## src/rtl/can_frame_tx_fsm_pkg.sv

```systemverilog
// Shared types and constants for the CAN 2.0 transmit frame FSM and its CRC helper.
package can_tx_pkg;

    typedef enum logic [3:0] {
        TX_IDLE,
        TX_SOF,
        TX_ID_A,
        TX_SRR_RTR,
        TX_IDE,
        TX_ID_B,
        TX_RTR,
        TX_R1,
        TX_R0,
        TX_DLC,
        TX_DATA,
        TX_CRC,
        TX_CRC_DEL,
        TX_ACK,
        TX_ACK_DEL,
        TX_EOF
    } can_tx_state_t;

    localparam logic [14:0] CRC15_POLY = 15'h4599;
    localparam int ID_A_LEN = 11;
    localparam int ID_B_LEN = 18;
    localparam int DLC_LEN  = 4;
    localparam int CRC_LEN  = 15;

    function automatic logic [14:0] crc15_step(input logic [14:0] crc, input logic din);
        logic fb;
        fb = din ^ crc[14];
        return {crc[13:0], 1'b0} ^ (fb ? CRC15_POLY : 15'h0000);
    endfunction

endpackage

```

## src/rtl/can_frame_tx_fsm_if.sv

```systemverilog
// Bit-timing, TX-buffer and status signals between the transmit FSM and its surroundings.
interface can_frame_tx_fsm_if;
    logic        tx_point_i;
    logic        sample_point_i;
    logic        sampled_bit_i;
    logic        bus_idle_i;
    logic        tx_request_i;
    logic        ide_i;
    logic        rtr_i;
    logic [28:0] id_i;
    logic [3:0]  dlc_i;
    logic [63:0] data_i;
    logic        tx_o;
    logic        tx_busy_o;
    logic        tx_done_o;
    logic        arb_lost_o;
    logic        bit_err_o;
    logic        ack_err_o;

    modport master (
        output tx_point_i, sample_point_i, sampled_bit_i, bus_idle_i, tx_request_i,
               ide_i, rtr_i, id_i, dlc_i, data_i,
        input  tx_o, tx_busy_o, tx_done_o, arb_lost_o, bit_err_o, ack_err_o
    );

    modport slave (
        input  tx_point_i, sample_point_i, sampled_bit_i, bus_idle_i, tx_request_i,
               ide_i, rtr_i, id_i, dlc_i, data_i,
        output tx_o, tx_busy_o, tx_done_o, arb_lost_o, bit_err_o, ack_err_o
    );
endinterface

```

## src/rtl/can_frame_tx_fsm_crc15.sv

```systemverilog
// Serial CAN CRC-15; clear and enable together restart the CRC with the given bit.
module can_crc15_gen
    import can_tx_pkg::*;
(
    input  logic        clk_i,
    input  logic        rst_n_i,
    input  logic        clear_i,
    input  logic        enable_i,
    input  logic        bit_i,
    output logic [14:0] crc_o
);
    logic [14:0] r_crc;
    logic [14:0] w_base;

    assign w_base = clear_i ? 15'h0000 : r_crc;

    always_ff @(posedge clk_i or negedge rst_n_i) begin
        if (!rst_n_i) begin
            r_crc <= 15'h0000;
        end else if (enable_i) begin
            r_crc <= crc15_step(w_base, bit_i);
        end else if (clear_i) begin
            r_crc <= 15'h0000;
        end
    end

    assign crc_o = r_crc;
endmodule

```

## src/rtl/can_frame_tx_fsm.sv

```systemverilog
// CAN 2.0 frame serializer: stuffing, CRC-15, arbitration / bit / ACK monitoring.
// State and counter always describe the bit currently on tx_o; r_stuff marks a stuff bit.
module can_frame_tx_fsm
    import can_tx_pkg::*;
#(
    parameter int STUFF_LEN = 5,
    parameter int EOF_LEN   = 7
) (
    input  logic              clk_i,
    input  logic              rst_n_i,
    can_frame_tx_fsm_if.slave tx_if
);
    localparam logic [5:0] ID_A_LAST = 6'(ID_A_LEN - 1);
    localparam logic [5:0] ID_B_LAST = 6'(ID_B_LEN - 1);
    localparam logic [5:0] DLC_LAST  = 6'(DLC_LEN - 1);
    localparam logic [5:0] CRC_LAST  = 6'(CRC_LEN - 1);
    localparam logic [5:0] EOF_LAST  = 6'(EOF_LEN - 1);
    localparam logic [3:0] STUFF_RUN = 4'(STUFF_LEN);

    can_tx_state_t r_state, w_nxt_state;
    logic [5:0]  r_cnt, w_nxt_cnt;
    logic        r_tx, r_busy, r_stuff, r_last;
    logic [3:0]  r_run;
    logic        r_ide, r_rtr;
    logic [3:0]  r_dlc;
    logic [10:0] r_id_a_sh;
    logic [17:0] r_id_b_sh;
    logic [3:0]  r_dlc_sh;
    logic [63:0] r_data_sh;
    logic [14:0] r_crc_sh;
    logic        r_done, r_arb, r_bit_err, r_ack_err;

    logic [14:0] w_crc;
    logic        w_nxt_bit, w_start, w_stuff_due, w_do_stuff, w_advance, w_crc_en, w_crc_bit;
    logic [3:0]  w_bytes;
    logic [2:0]  w_bytes_m1;
    logic [5:0]  w_data_last;
    logic        w_no_data, w_sample, w_mismatch, w_in_arb;
    logic        w_arb_lost, w_ack_err, w_bit_err, w_done;

    assign w_bytes     = r_rtr ? 4'd0 : ((r_dlc > 4'd8) ? 4'd8 : r_dlc);
    assign w_bytes_m1  = 3'(w_bytes - 4'd1);
    assign w_data_last = {w_bytes_m1, 3'b111};
    assign w_no_data   = (w_bytes == 4'd0);

    always_comb begin
        w_nxt_state = r_state;
        w_nxt_cnt   = 6'd0;
        case (r_state)
            TX_SOF:     w_nxt_state = TX_ID_A;
            TX_ID_A:    if (r_cnt == ID_A_LAST) w_nxt_state = TX_SRR_RTR; else w_nxt_cnt = r_cnt + 6'd1;
            TX_SRR_RTR: w_nxt_state = TX_IDE;
            TX_IDE:     w_nxt_state = r_ide ? TX_ID_B : TX_R0;
            TX_ID_B:    if (r_cnt == ID_B_LAST) w_nxt_state = TX_RTR; else w_nxt_cnt = r_cnt + 6'd1;
            TX_RTR:     w_nxt_state = TX_R1;
            TX_R1:      w_nxt_state = TX_R0;
            TX_R0:      w_nxt_state = TX_DLC;
            TX_DLC:     if (r_cnt == DLC_LAST) w_nxt_state = w_no_data ? TX_CRC : TX_DATA;
                        else w_nxt_cnt = r_cnt + 6'd1;
            TX_DATA:    if (r_cnt == w_data_last) w_nxt_state = TX_CRC; else w_nxt_cnt = r_cnt + 6'd1;
            TX_CRC:     if (r_cnt == CRC_LAST) w_nxt_state = TX_CRC_DEL; else w_nxt_cnt = r_cnt + 6'd1;
            TX_CRC_DEL: w_nxt_state = TX_ACK;
            TX_ACK:     w_nxt_state = TX_ACK_DEL;
            TX_ACK_DEL: w_nxt_state = TX_EOF;
            TX_EOF:     w_nxt_cnt = (r_cnt == EOF_LAST) ? r_cnt : r_cnt + 6'd1;
            default:    ;
        endcase
    end

    // Each field is held in a shift register whose MSB is the next bit to send.
    always_comb begin
        case (w_nxt_state)
            TX_ID_A:     w_nxt_bit = r_id_a_sh[10];
            TX_SRR_RTR:  w_nxt_bit = r_ide | r_rtr;
            TX_IDE:      w_nxt_bit = r_ide;
            TX_ID_B:     w_nxt_bit = r_id_b_sh[17];
            TX_RTR:      w_nxt_bit = r_rtr;
            TX_R1, TX_R0: w_nxt_bit = 1'b0;
            TX_DLC:      w_nxt_bit = r_dlc_sh[3];
            TX_DATA:     w_nxt_bit = r_data_sh[63];
            TX_CRC:      w_nxt_bit = (r_state == TX_CRC) ? r_crc_sh[14] : w_crc[14];
            default:     w_nxt_bit = 1'b1;
        endcase
    end

    assign w_start     = (r_state == TX_IDLE) & tx_if.tx_point_i & tx_if.tx_request_i & tx_if.bus_idle_i;
    assign w_stuff_due = (r_state inside {TX_SOF, TX_ID_A, TX_SRR_RTR, TX_IDE, TX_ID_B, TX_RTR,
                                          TX_R1, TX_R0, TX_DLC, TX_DATA, TX_CRC}) && (r_run == STUFF_RUN);
    assign w_do_stuff  = tx_if.tx_point_i & w_stuff_due;
    assign w_advance   = (r_state != TX_IDLE) & tx_if.tx_point_i & ~w_stuff_due;
    assign w_crc_en    = w_start | (w_advance & (w_nxt_state inside {TX_ID_A, TX_SRR_RTR, TX_IDE,
                                     TX_ID_B, TX_RTR, TX_R1, TX_R0, TX_DLC, TX_DATA}));
    assign w_crc_bit   = w_start ? 1'b0 : w_nxt_bit;

    assign w_sample   = tx_if.sample_point_i & (r_state != TX_IDLE);
    assign w_mismatch = tx_if.sampled_bit_i ^ r_tx;
    assign w_in_arb   = r_state inside {TX_ID_A, TX_SRR_RTR, TX_IDE, TX_ID_B, TX_RTR};
    assign w_arb_lost = w_in_arb & ~r_stuff & r_tx & ~tx_if.sampled_bit_i;
    assign w_ack_err  = (r_state == TX_ACK) & tx_if.sampled_bit_i;
    assign w_bit_err  = (r_state != TX_ACK) & w_mismatch & ~w_arb_lost;
    assign w_done     = (r_state == TX_EOF) & (r_cnt == EOF_LAST) & ~w_mismatch;

    can_crc15_gen u_crc (
        .clk_i    (clk_i),
        .rst_n_i  (rst_n_i),
        .clear_i  (w_start),
        .enable_i (w_crc_en),
        .bit_i    (w_crc_bit),
        .crc_o    (w_crc)
    );

    always_ff @(posedge clk_i or negedge rst_n_i) begin
        if (!rst_n_i) begin
            r_state   <= TX_IDLE;
            r_cnt     <= 6'd0;
            r_tx      <= 1'b1;
            r_busy    <= 1'b0;
            r_stuff   <= 1'b0;
            r_last    <= 1'b0;
            r_run     <= 4'd0;
            r_ide     <= 1'b0;
            r_rtr     <= 1'b0;
            r_dlc     <= 4'd0;
            r_id_a_sh <= 11'd0;
            r_id_b_sh <= 18'd0;
            r_dlc_sh  <= 4'd0;
            r_data_sh <= 64'd0;
            r_crc_sh  <= 15'd0;
            r_done    <= 1'b0;
            r_arb     <= 1'b0;
            r_bit_err <= 1'b0;
            r_ack_err <= 1'b0;
        end else begin
            r_done    <= 1'b0;
            r_arb     <= 1'b0;
            r_bit_err <= 1'b0;
            r_ack_err <= 1'b0;
            if (w_start) begin
                r_ide     <= tx_if.ide_i;
                r_rtr     <= tx_if.rtr_i;
                r_dlc     <= tx_if.dlc_i;
                r_id_a_sh <= tx_if.ide_i ? tx_if.id_i[28:18] : tx_if.id_i[10:0];
                r_id_b_sh <= tx_if.id_i[17:0];
                r_dlc_sh  <= tx_if.dlc_i;
                r_data_sh <= tx_if.data_i;
                r_state   <= TX_SOF;
                r_cnt     <= 6'd0;
                r_tx      <= 1'b0;
                r_busy    <= 1'b1;
                r_stuff   <= 1'b0;
                r_last    <= 1'b0;
                r_run     <= 4'd1;
            end else if (w_do_stuff) begin
                r_tx    <= ~r_last;
                r_last  <= ~r_last;
                r_run   <= 4'd1;
                r_stuff <= 1'b1;
            end else if (w_advance) begin
                r_state <= w_nxt_state;
                r_cnt   <= w_nxt_cnt;
                r_tx    <= w_nxt_bit;
                r_stuff <= 1'b0;
                if (w_nxt_state inside {TX_ID_A, TX_SRR_RTR, TX_IDE, TX_ID_B, TX_RTR,
                                        TX_R1, TX_R0, TX_DLC, TX_DATA, TX_CRC}) begin
                    r_last <= w_nxt_bit;
                    r_run  <= (w_nxt_bit == r_last) ? r_run + 4'd1 : 4'd1;
                end
                case (w_nxt_state)
                    TX_ID_A: r_id_a_sh <= r_id_a_sh << 1;
                    TX_ID_B: r_id_b_sh <= r_id_b_sh << 1;
                    TX_DLC:  r_dlc_sh  <= r_dlc_sh << 1;
                    TX_DATA: r_data_sh <= r_data_sh << 1;
                    TX_CRC:  r_crc_sh  <= (r_state == TX_CRC) ? (r_crc_sh << 1) : (w_crc << 1);
                    default: ;
                endcase
            end else if (w_sample && (w_arb_lost || w_ack_err || w_bit_err || w_done)) begin
                r_arb     <= w_arb_lost;
                r_ack_err <= w_ack_err;
                r_bit_err <= w_bit_err;
                r_done    <= w_done & ~w_ack_err & ~w_bit_err;
                r_state   <= TX_IDLE;
                r_busy    <= 1'b0;
                r_tx      <= 1'b1;
                r_stuff   <= 1'b0;
            end
        end
    end

    assign tx_if.tx_o       = r_tx;
    assign tx_if.tx_busy_o  = r_busy;
    assign tx_if.tx_done_o  = r_done;
    assign tx_if.arb_lost_o = r_arb;
    assign tx_if.bit_err_o  = r_bit_err;
    assign tx_if.ack_err_o  = r_ack_err;
endmodule

```

## src/flat_wrapper.sv

```systemverilog
// flat-port wrapper written by rule: the top's interface ports become plain ports
module can_frame_tx_fsm_flat import can_tx_pkg::*;
#(
    parameter int STUFF_LEN = 5,
    parameter int EOF_LEN   = 7
)
  (clk_i, rst_n_i, tx_if_tx_point_i, tx_if_sample_point_i, tx_if_sampled_bit_i, tx_if_bus_idle_i, tx_if_tx_request_i, tx_if_ide_i, tx_if_rtr_i, tx_if_id_i, tx_if_dlc_i, tx_if_data_i, tx_if_tx_o, tx_if_tx_busy_o, tx_if_tx_done_o, tx_if_arb_lost_o, tx_if_bit_err_o, tx_if_ack_err_o);
  can_frame_tx_fsm_if tx_if_i ();
  input  logic clk_i;
  input  logic rst_n_i;
  input wire logic [$bits(tx_if_i.tx_point_i)-1:0] tx_if_tx_point_i;
  input wire logic [$bits(tx_if_i.sample_point_i)-1:0] tx_if_sample_point_i;
  input wire logic [$bits(tx_if_i.sampled_bit_i)-1:0] tx_if_sampled_bit_i;
  input wire logic [$bits(tx_if_i.bus_idle_i)-1:0] tx_if_bus_idle_i;
  input wire logic [$bits(tx_if_i.tx_request_i)-1:0] tx_if_tx_request_i;
  input wire logic [$bits(tx_if_i.ide_i)-1:0] tx_if_ide_i;
  input wire logic [$bits(tx_if_i.rtr_i)-1:0] tx_if_rtr_i;
  input wire logic [$bits(tx_if_i.id_i)-1:0] tx_if_id_i;
  input wire logic [$bits(tx_if_i.dlc_i)-1:0] tx_if_dlc_i;
  input wire logic [$bits(tx_if_i.data_i)-1:0] tx_if_data_i;
  output wire logic [$bits(tx_if_i.tx_o)-1:0] tx_if_tx_o;
  output wire logic [$bits(tx_if_i.tx_busy_o)-1:0] tx_if_tx_busy_o;
  output wire logic [$bits(tx_if_i.tx_done_o)-1:0] tx_if_tx_done_o;
  output wire logic [$bits(tx_if_i.arb_lost_o)-1:0] tx_if_arb_lost_o;
  output wire logic [$bits(tx_if_i.bit_err_o)-1:0] tx_if_bit_err_o;
  output wire logic [$bits(tx_if_i.ack_err_o)-1:0] tx_if_ack_err_o;
  assign tx_if_i.tx_point_i = tx_if_tx_point_i;
  assign tx_if_i.sample_point_i = tx_if_sample_point_i;
  assign tx_if_i.sampled_bit_i = tx_if_sampled_bit_i;
  assign tx_if_i.bus_idle_i = tx_if_bus_idle_i;
  assign tx_if_i.tx_request_i = tx_if_tx_request_i;
  assign tx_if_i.ide_i = tx_if_ide_i;
  assign tx_if_i.rtr_i = tx_if_rtr_i;
  assign tx_if_i.id_i = tx_if_id_i;
  assign tx_if_i.dlc_i = tx_if_dlc_i;
  assign tx_if_i.data_i = tx_if_data_i;
  assign tx_if_tx_o = tx_if_i.tx_o;
  assign tx_if_tx_busy_o = tx_if_i.tx_busy_o;
  assign tx_if_tx_done_o = tx_if_i.tx_done_o;
  assign tx_if_arb_lost_o = tx_if_i.arb_lost_o;
  assign tx_if_bit_err_o = tx_if_i.bit_err_o;
  assign tx_if_ack_err_o = tx_if_i.ack_err_o;
  can_frame_tx_fsm #(.STUFF_LEN(STUFF_LEN), .EOF_LEN(EOF_LEN)) u_core (.clk_i(clk_i), .rst_n_i(rst_n_i), .tx_if(tx_if_i));
endmodule
```

## config.mk

```make
export PLATFORM = sky130hd
export DESIGN_NAME = can_frame_tx_fsm_flat
export DESIGN_NICKNAME = d
export VERILOG_FILES = /design/src/rtl/can_frame_tx_fsm_pkg.sv /design/src/rtl/can_frame_tx_fsm_if.sv /design/src/rtl/can_frame_tx_fsm_crc15.sv /design/src/rtl/can_frame_tx_fsm.sv /design/src/flat_wrapper.sv
export SDC_FILE = /design/constraint.sdc
export NUM_CORES = 1
export LEC_CHECK = 0
export CAP_MARGIN = 20
export CORE_UTILIZATION = 40
export CTS_BUF_LIST = sky130_fd_sc_hd__clkbuf_2
export CTS_CLUSTER_DIAMETER = 60
export CTS_CLUSTER_SIZE = 28
export DETAILED_ROUTE_END_ITERATION = 7
export SYNTH_ARGS = -nofsm -noshare
export SYNTH_HDL_FRONTEND = slang
export SYNTH_SLANG_ARGS = --single-unit
```

## constraint.sdc

```tcl
create_clock -name clk_i -period 7.9 [get_ports clk_i]
set_input_delay 0.79 -clock clk_i [delete_from_list [all_inputs] [get_ports clk_i]]
set_output_delay 0.79 -clock clk_i [all_outputs]
set_load 0.05 [all_outputs]
```

==> run metrics <==
gpl congestion=0.764; CTS root buffer=clkbuf_2; CTS sink count=approximately 150; post-CTS setup buffer count=0; wl on met1=8950 microns; Critical Path RT=about 8.5 ns; EDFF count, synth=0; f_max=275 MHz; post-synth top area cell=dfrtp_1; Via density=5.06; P per Cell Area=about 330 nW/um^2; status=completed; Final setup viols=0; pin count of the biggest net entering global routing=approximately 140; CP Buf/Inv Count=1; Adder-Cell Fraction of Synth Area=0.0109; Hold Buf Count CTS=0; area delta synth->final=18.5%; CTS clock-pin slew for the worst setup and hold paths=0.25 ns; synthesized area per cell=9.89 sq um; fin nets=1,008; WP depth=12; number of global-route vias before repair=5,691; post-synthesis xor/xnor area fraction=0.0229; die height=144 microns; ranking of synthesized cells by area=dfrtp_1 48%, mux2i_1 15%, o21ai_0 7.9%, nand2_1 7.3%, nor2_1 1.8%; final wirelength=17,300 microns; count of different cell masters after synthesis=67; most common cell in the netlist=nand2_1; # rows=51; Core Util, Final=0.486; Pre-Repair DR Iteration Count=5; top cell type's share of synthesized area=0.476; Pleak=about 4.6 nW; worst endpoint data arrival time=4.24 ns; Final Hold Fails=0; DR vias=5,939; Post-Synth Simple-Gate Area=0.143; DR WL met2=between 7000 and 8000 microns; Final min period=3.63 ns; worst-margin pin slew=1.08 ns; Worst Hold Class=input port to asynchronous set/reset pin; worst-case clock buffer depth=2; Clock Skews=0.0366 ns; 1st-iter DRT viols=434; CP max FO=64; CTS resizes=0; cells on worst reg2reg path=12; slew margin rel.=0.280; Crit-path slowest cell=nand2_4; critical path, cell by cell=nor3b_2 > inv_1 > ha_1 > xor2_1 > nand4_1 > nor4_1 > or2_4 > a311oi_4 > and2_1 > nand2_4 > mux2i_1 > o21ai_0; Mapped Nets=around 930; synth warn=0; Setup CP Type=flip-flop to flip-flop; TritonCTS Buffers=17; RSZ-0062 raised after global routing=no; Final Cycle Share=0.460; die area=20,700 sq um; register area share after synthesis=0.479; CP startpoint kind=flip-flop; core area=19,600 sq um; Tot GR Track Use=0.178; TritonCTS clock tree=done; # IOs=about 110; Final ANT Viol Nets=0; synth cell count leaders=156 x nand2_1, 153 x dfrtp_1, 127 x o21ai_0; crit-path max cell delay=0.75 ns; Slew Limit Fails=0; initial antenna violation count=1; layout cells sized above 1=0.0804; top sig layer=met4; delay-heaviest family, CP=simple AND/OR/NAND/NOR gates; met3 routed WL=around 530 microns; placed cells=1,140; Setup TNS=0 ns; # port buffers=111; Setup crit end kind=flip-flop; clk_lat worst skew=0.72 ns; grt ovf=0; Final Power=0.00314 W; Starting Density=0.411; Yosys reg bits=154; Compound-Gate Fraction of Synth Area=0.141; routed len/inst=14.7 microns; Peak VDD IR=0.159 mV; HPWL after detailed placement=~12,000 microns; # DRC=0; Async SR Flop Fraction=1.00; Synth Flop Type=dfrtp_1; mux cell area share after synthesis=0.164; main combinational cell family by area after synthesis=multiplexers; first-pass GRT wire length=28,800 microns; die width=144 microns; Syn Inst Count=roughly 810; Clock H-tree levels=4; fin cells=1,174; MaxCap Viol Count=0; Post-Syn Area=between 8000 and 9000 sq um
==> cell type report <==
| cell class | count | area [sq um] |
|---|---|---|
| Multi-Input combinational cell | 595 | 3880 |
| Sequential cell | 154 | 3850 |
| Clock inverter | 14 | 135 |
| Timing Repair Buffer | 116 | 1190 |
| Fill cell | 1896 | 10100 |
| Antenna cell | 1 | 2.50 |
| Inverter | 11 | 41.3 |
| Tap cell | 265 | 332 |
| Clock buffer | 18 | 90.1 |
==> layout by cell type (no fill, tap or decap), types with 3 or more instances in the layout <==
cell             count
mux2i_1            118
xnor3_1              4
a21oi_1             15
nor3_1               9
nand2_1            155
o21a_1               4
nor4_1               3
dfrtp_1            153
and2_1               3
a31oi_1              4
inv_6                6
buf_4                3
nand2b_1             7
clkdlybuf4s50_1    110
inv_1               11
mux2_2              12
o31ai_1              4
o21ai_0            127
a211oi_1             4
o22ai_1              5
and3_1               5
or3_1                3
ha_1                 7
or2_2                3
xor2_1               3
clkbuf_2            18
xnor2_1              5
nand3_1              8
clkinv_4             4
o211ai_1             4
nor2_1              37
==> per-layer routing <==
| metal | track usage | vias up |
|---|---|---|
| met1 | 0.265 | 2805 |
| met4 | 0.0403 | 0 |
| li1 | - | 3016 |
| met2 | 0.261 | 106 |
| met3 | 0.0393 | 12 |
| met5 | 0 | - |
==> metrics by stage <==
step,worst slack (ns),hold WS (ns),cell area [sq um]
2_1_floorplan,4.83,0.436,8040
6_report,4.27,0.109,9530
4_1_cts,4.21,0.0953,9500
3_3_place_gp,4.22,0.460,9250
3_5_place_dp,4.23,0.463,9270
5_1_grt,4.00,0.0952,9530
==> kinds of logic after synthesis <==
group | Yosys count
multiplexers | 130
XOR/XNOR | 13
AND/OR/NAND/NOR | 255
buffers and inverters | 64
flip-flops | 154
AO/OA/AOI/OAI | 190
adder cells (fa/ha/maj) | 7
==> worst register-to-register path: stages, from the launching register on <==
cell and delay [ns]:
dfrtp_1 0.49, nor3b_2 0.25, inv_1 0.10, ha_1 0.31, xor2_1 0.14, nand4_1 0.12, nor4_1 0.34, or2_4 0.19
a311oi_4 0.14, and2_1 0.27, nand2_4 0.75, mux2i_1 0.36, o21ai_0 0.10
==> path summary, 6_finish.rpt <==
| kind | start | end | slack (ns) |
|---|---|---|---|
| hold reg to reg | u_core.r_dlc[0] | u_core.r_dlc[0] | 0.51 |
| hold / removal | rst_n_i | u_core.r_cnt[1] | 0.11 |
| setup reg to reg | u_core.r_rtr | u_core.r_data_sh[61] | 4.27 |
| setup / recovery | u_core.r_rtr | u_core.r_data_sh[61] | 4.27 |
| min in group clk_i | u_core.r_dlc[0] | u_core.r_dlc[0] | 0.51 |
| max in group asynchronous | rst_n_i | u_core.r_data_sh[56] | 6.44 |
==> sequential cells by signal, summed over array words and instances (netlist names) <==
signal / flops
u_core.r_data_sh: 64
u_core.r_id_b_sh: 18
u_core.u_crc.crc_o: 15
u_core.r_crc_sh: 14
u_core.r_id_a_sh: 11
u_core.r_cnt: 6
u_core.r_dlc: 4
u_core.r_dlc_sh: 4
u_core.r_run: 4
u_core.r_state: 4
u_core.r_ide: 1
u_core.r_last: 1
u_core.r_rtr: 1
u_core.r_stuff: 1
u_core.tx_if.ack_err_o: 1
u_core.tx_if.arb_lost_o: 1
u_core.tx_if.bit_err_o: 1
u_core.tx_if.tx_busy_o: 1
u_core.tx_if.tx_done_o: 1
u_core.tx_if.tx_o: 1
==> power breakdown <==
| group | switching [W] | internal [W] |
|---|---|---|
| logic | 0.000699 | 0.000650 |
| clock network | 0.000305 | 0.000122 |
| registers | 0.000258 | 0.00110 |
Power figures use the tool's default switching activity.
